$ cat config.mk
export PLATFORM = sky130hd
export DESIGN_NAME = sort_datapath
export DESIGN_NICKNAME = d
export VERILOG_FILES = /design/src/rtl/sort_datapath.sv
export SDC_FILE = /design/constraint.sdc
export NUM_CORES = 1
export LEC_CHECK = 0
export BUFFER_PORTS_ARGS = -buffer_cell sky130_fd_sc_hd__clkbuf_2
export CAP_MARGIN = 10
export CELL_PAD_IN_SITES_DETAIL_PLACEMENT = 2
export CELL_PAD_IN_SITES_GLOBAL_PLACEMENT = 2
export CORE_MARGIN = 2
export CORE_UTILIZATION = 38
export DETAILED_ROUTE_END_ITERATION = 7
export PLACE_DENSITY_LB_ADDON = 0.1
export SETUP_SLACK_MARGIN = 0.2
export SYNTH_ARGS = -nofsm -noshare
export SYNTH_HDL_FRONTEND = slang
export SYNTH_SLANG_ARGS = --single-unit
$ cat constraint.sdc
create_clock -name clk -period 1.75 [get_ports clk]
set_input_delay 0.0875 -clock clk [delete_from_list [all_inputs] [get_ports clk]]
set_output_delay 0.0875 -clock clk [all_outputs]
set_load 0.01 [all_outputs]
$ cat src/rtl/sort_datapath.sv
// -----------------------------------------------------------------------------
// sort_datapath
//   Datapath for an in-place compare-and-swap sort over an N x W word array.
//   An external controller steers it with single-bit control strobes and
//   reacts to the status flags it returns.
//
// Ports
//   clk      in   clock, all state updates on the rising edge
//   rst      in   asynchronous active-high reset (indices and A/B only)
//   ld_en    in   host write strobe into the array
//   ld_addr  in   host write address
//   ld_data  in   host write data
//   rd_addr  in   host read address
//   rd_data  out  combinational read of M[rd_addr]
//   EA, EB   in   load A / B from M[addr]
//   WR       in   write M[addr] with B (Bout=1) or A (Bout=0)
//   Li, Ei   in   clear / increment index i (Li wins)
//   Lj, Ej   in   load j with i+1 / increment j (Lj wins)
//   Csel     in   array address select: 0 -> i, 1 -> j
//   Bout     in   write data select: 1 -> B, 0 -> A
//   zi       out  i == N-2
//   zj       out  j == N-1
//   AgtB     out  A > B, unsigned
//   Sw_flag  out  i <= N-2, an unsorted pair remains
// -----------------------------------------------------------------------------
module sort_datapath #(
  parameter int N = 8,
  parameter int W = 8,
  localparam int IW = ($clog2(N) < 1) ? 1 : $clog2(N)
) (
  input  logic          clk,
  input  logic          rst,
  input  logic          ld_en,
  input  logic [IW-1:0] ld_addr,
  input  logic [W-1:0]  ld_data,
  input  logic [IW-1:0] rd_addr,
  output logic [W-1:0]  rd_data,
  input  logic          EA,
  input  logic          EB,
  input  logic          WR,
  input  logic          Li,
  input  logic          Lj,
  input  logic          Ei,
  input  logic          Ej,
  input  logic          Csel,
  input  logic          Bout,
  output logic          zi,
  output logic          zj,
  output logic          AgtB,
  output logic          Sw_flag
);

  localparam logic [IW-1:0] I_LAST = IW'(N - 2);
  localparam logic [IW-1:0] J_LAST = IW'(N - 1);

  logic [W-1:0]  mem_q [N];
  logic [IW-1:0] i_q, i_d;
  logic [IW-1:0] j_q, j_d;
  logic [W-1:0]  a_q, a_d;
  logic [W-1:0]  b_q, b_d;

  logic [IW-1:0] addr_s;
  logic [W-1:0]  mem_rd_s;
  logic          we_s;
  logic [IW-1:0] waddr_s;
  logic [W-1:0]  wdata_s;

  // Array address mux and the datapath read port feeding A and B.
  always_comb begin
    if (Csel) begin
      addr_s = j_q;
    end else begin
      addr_s = i_q;
    end
    mem_rd_s = mem_q[addr_s];
  end

  // Array write arbitration: the datapath write beats the host write.
  always_comb begin
    we_s    = 1'b0;
    waddr_s = ld_addr;
    wdata_s = ld_data;
    if (WR) begin
      we_s    = 1'b1;
      waddr_s = addr_s;
      if (Bout) begin
        wdata_s = b_q;
      end else begin
        wdata_s = a_q;
      end
    end else if (ld_en) begin
      we_s = 1'b1;
    end else begin
      we_s = 1'b0;
    end
  end

  // Next-state for the indices and the A/B holding registers.
  always_comb begin
    i_d = i_q;
    j_d = j_q;
    a_d = a_q;
    b_d = b_q;
    if (Li) begin
      i_d = '0;
    end else if (Ei) begin
      i_d = i_q + IW'(1);
    end else begin
      i_d = i_q;
    end
    // j loads from the pre-edge i, so Li/Ei in the same cycle do not affect it.
    if (Lj) begin
      j_d = i_q + IW'(1);
    end else if (Ej) begin
      j_d = j_q + IW'(1);
    end else begin
      j_d = j_q;
    end
    if (EA) begin
      a_d = mem_rd_s;
    end else begin
      a_d = a_q;
    end
    if (EB) begin
      b_d = mem_rd_s;
    end else begin
      b_d = b_q;
    end
  end

  // Index and A/B state registers.
  always_ff @(posedge clk or posedge rst) begin
    if (rst) begin
      i_q <= '0;
      j_q <= '0;
      a_q <= '0;
      b_q <= '0;
    end else begin
      i_q <= i_d;
      j_q <= j_d;
      a_q <= a_d;
      b_q <= b_d;
    end
  end

  // Array storage: intentionally not reset so a reset mid-sort keeps the data.
  always_ff @(posedge clk) begin
    if (we_s) begin
      mem_q[waddr_s] <= wdata_s;
    end
  end

  // Host read port and status flags, all combinational.
  always_comb begin
    rd_data = mem_q[rd_addr];
    zi      = (i_q == I_LAST);
    zj      = (j_q == J_LAST);
    AgtB    = (a_q > b_q);
    Sw_flag = (i_q <= I_LAST);
  end

endmodule
==> results.json <==
{
  "endpoint_kind": "flip-flop",
  "setup_viol": 89,
  "use_met2": 0.449,
  "status": "complete, but fails checks",
  "critPathKind": "flip-flop to flip-flop",
  "finalNetCount": 481,
  "violations": "negative setup slack",
  "drive_gt1_frac": 0.522,
  "maxSlewHeadroom": 0.411,
  "cts_tree": "done",
  "grt_pass1_vias": 3794,
  "synth_cell_types": 43,
  "wl_per_cell_um": 30.5,
  "crit_path_top_delay_cell": "dfrtp_1",
  "critical-path-max-stage-delay_ns": 0.43,
  "grt_setup_unrepaired": "true",
  "cts.htree.levels": 3,
  "leakage_nw": 2.47,
  "yosysTopAreaCell": "edfxtp_1",
  "grtUsageTotal": 0.268,
  "tightest_slew_ns": 0.881,
  "finalClockSkew_ns": 0.0134,
  "ioPinCount": 38,
  "finalCritPeriodShare": 1.14,
  "path_delay_family": "buffers and inverters",
  "die_area_sq_um": 12700,
  "crit_fanout": 5,
  "max-cap-violations": 0,
  "ys.flop_type": "edfxtp_1",
  "met1_usage": 0.364,
  "grt_most_used_layer": "met2",
  "grt_start_max_net_pins": 23,
  "dp.cells": 530,
  "post-place-ws_ns": -0.155,
  "diodes": 0,
  "hold_slack_ns": 0.154,
  "syn_to_final_growth_pct": 43.3,
  "peakVddDrop_mv": 0.669,
  "hold_path.class": "input port to flip-flop",
  "cp.required_ns": 1.87,
  "ys_seq_elements": 86,
  "finalNonFillerCells": 591,
  "cts_buffers": 9,
  "synth_fp_nets": 362,
  "mostFrequentLayoutCells": "64 x edfxtp_1, 52 x buf_4, 32 x nor2_1, 31 x buf_6, 29 x clkbuf_2",
  "netlist_instances": 324,
  "cp-start-kind": "flip-flop",
  "hold_viol_final": 0,
  "die_w_um": 112,
  "finalMaxSlewViolations": 0,
  "dpl.hpwl_um": 10000,
  "ant_nets": 0,
  "cp_cell_sequence": "buf_6, buf_6, buf_6, mux2_4, nand2_4, o32a_1, nor2_4, buf_6",
  "clk_path_buf_depth": 2,
  "start_util": 0.390,
  "critPathBufInv": 4,
  "ys_seq_area_frac": 0.553,
  "routed_wl_um": 18000,
  "drtIter0Drc": 235,
  "drc": 0,
  "max_freq_ghz": 0.501,
  "synth_edf_count": 64,
  "gr-total-overflow": 0,
  "syn_area_sq_um": 4470,
  "rows": 39,
  "synth.area.top_cells": "edfxtp_1 43%, dfrtp_1 12%, mux4_2 11%, nor2_1 3.6%, mux2i_1 3.6%",
  "min_period_ns": 2.00,
  "globalplace.congestion": 0.796,
  "io_buffers": 37,
  "path_clk_slew_ns": 0.08,
  "cpMostUsedCell": "buf_6",
  "grt_pass1_wl_um": 24600,
  "clk_latency_ns": 0.36,
  "power_density_nw_per_um2": 1060,
  "use_met3": 0.0470,
  "viasPerCell": 5.92,
  "mostFrequentLayoutCell": "edfxtp_1",
  "first_pass_iters": 4,
  "fin_ws_ns": -0.246,
  "root_buffer": "clkbuf_16",
  "die_y_um": 112,
  "core_sq_um": 11500,
  "avgSynthCellArea_sq_um": 13.8,
  "synth-async-reset-ratio": 0.256,
  "vias": 3499,
  "synth_top_area_share": 0.430,
  "power.total_mw": 6.78,
  "yosysWarnings": 0,
  "arrival_ns": 2.12,
  "clock-sinks": 86,
  "grt_antenna_before_repair": 0
}
-- cell type report --
cell class / instances / area (sq um)
Inverter: 14 / 57.6
Fill cell: 1057 / 5060
Multi-Input combinational cell: 205 / 2270
Clock buffer: 9 / 225
Tap cell: 143 / 179
Clock inverter: 7 / 78.8
Sequential cell: 86 / 2470
Timing Repair Buffer: 127 / 1130
-- kinds of logic after synthesis --
group | Yosys count | synth area share
XOR/XNOR | 4 | 0.00783
flip-flops | 86 | 0.553
AO/OA/AOI/OAI | 61 | 0.0842
adder cells (fa/ha/maj) | 12 | 0.0336
AND/OR/NAND/NOR | 71 | 0.0710
multiplexers | 57 | 0.217
buffers and inverters | 33 | 0.0336
-- flip-flops by register name, summed over array words and instances (netlist names) --
register	flops
a_q	8
b_q	8
j_q	3
i_q	3
mem_q	64
-- tightest hold or removal path, delay by kind of cell --
family / cells / cell delay, ns
compound gates: 1 / 0.13
buf+inv: 1 / 0.15
mux: 1 / 0.10
-- path summary, 6_finish.rpt --
path / from / endpoint / slack (ns) / depth (start not counted)
max in group asynchronous: rst / a_q[2] / 1.13 / 4
worst min-delay path: Ej / j_q[2] / 0.15 / 3
worst max register to register: i_q[0] / mem_q[3][1] / -0.25 / 8
worst min register to register: a_q[6] / a_q[6] / 0.55 / 1
worst max-delay path: i_q[0] / mem_q[3][1] / -0.25 / 8
min in group asynchronous: rst / i_q[0] / 0.33 / 4
-- synth_stat cells, types with 3 or more instances --
cell type / instances
xor2_1: 3
o21ai_0: 5
o211ai_1: 3
clkbuf_1: 8
ha_1: 12
mux4_2: 22
and2_1: 4
a211oi_1: 4
buf_2: 6
mux4_1: 6
nand2_1: 8
nor2_1: 43
a21oi_1: 28
nand2b_1: 3
mux2i_1: 16
edfxtp_1: 64
a31oi_1: 3
dfrtp_1: 22
nor2b_1: 7
mux2_2: 12
inv_1: 14
-- power by group --
part           switching (mW)  internal [mW]
logic                    1.11           1.06
registers               0.191           2.46
clock network           0.959           1.01
total                    2.26           4.52
-- per-layer routing --
layer	wire (um)	vias up
met2	9370	122
met5	0	-
li1	-	1486
met4	344	0
met3	898	29
met1	7410	1862
-- metrics by stage --
step                      utilization  instance area (sq um)  TNS, ns
after detailed placement        0.457                   5240    -2.86
after CTS                       0.532                   6100    -3.98
final                           0.559                   6410   -12.80
after floorplan                     -                   4580    -1.15
after global placement          0.457                   5240   -0.442
after global routing            0.559                   6410   -15.88
-- what timing repair did --
item,4_1_cts,5_1_grt
resized for setup,72,52
endpoints found under the hold margin,27,0
endpoints found under the setup margin,92,102
hold buffers,4,0
setup buffers,28,12
cloned,1,0
pin swaps,18,18
Note: power is estimated with default switching activity, not from simulation.
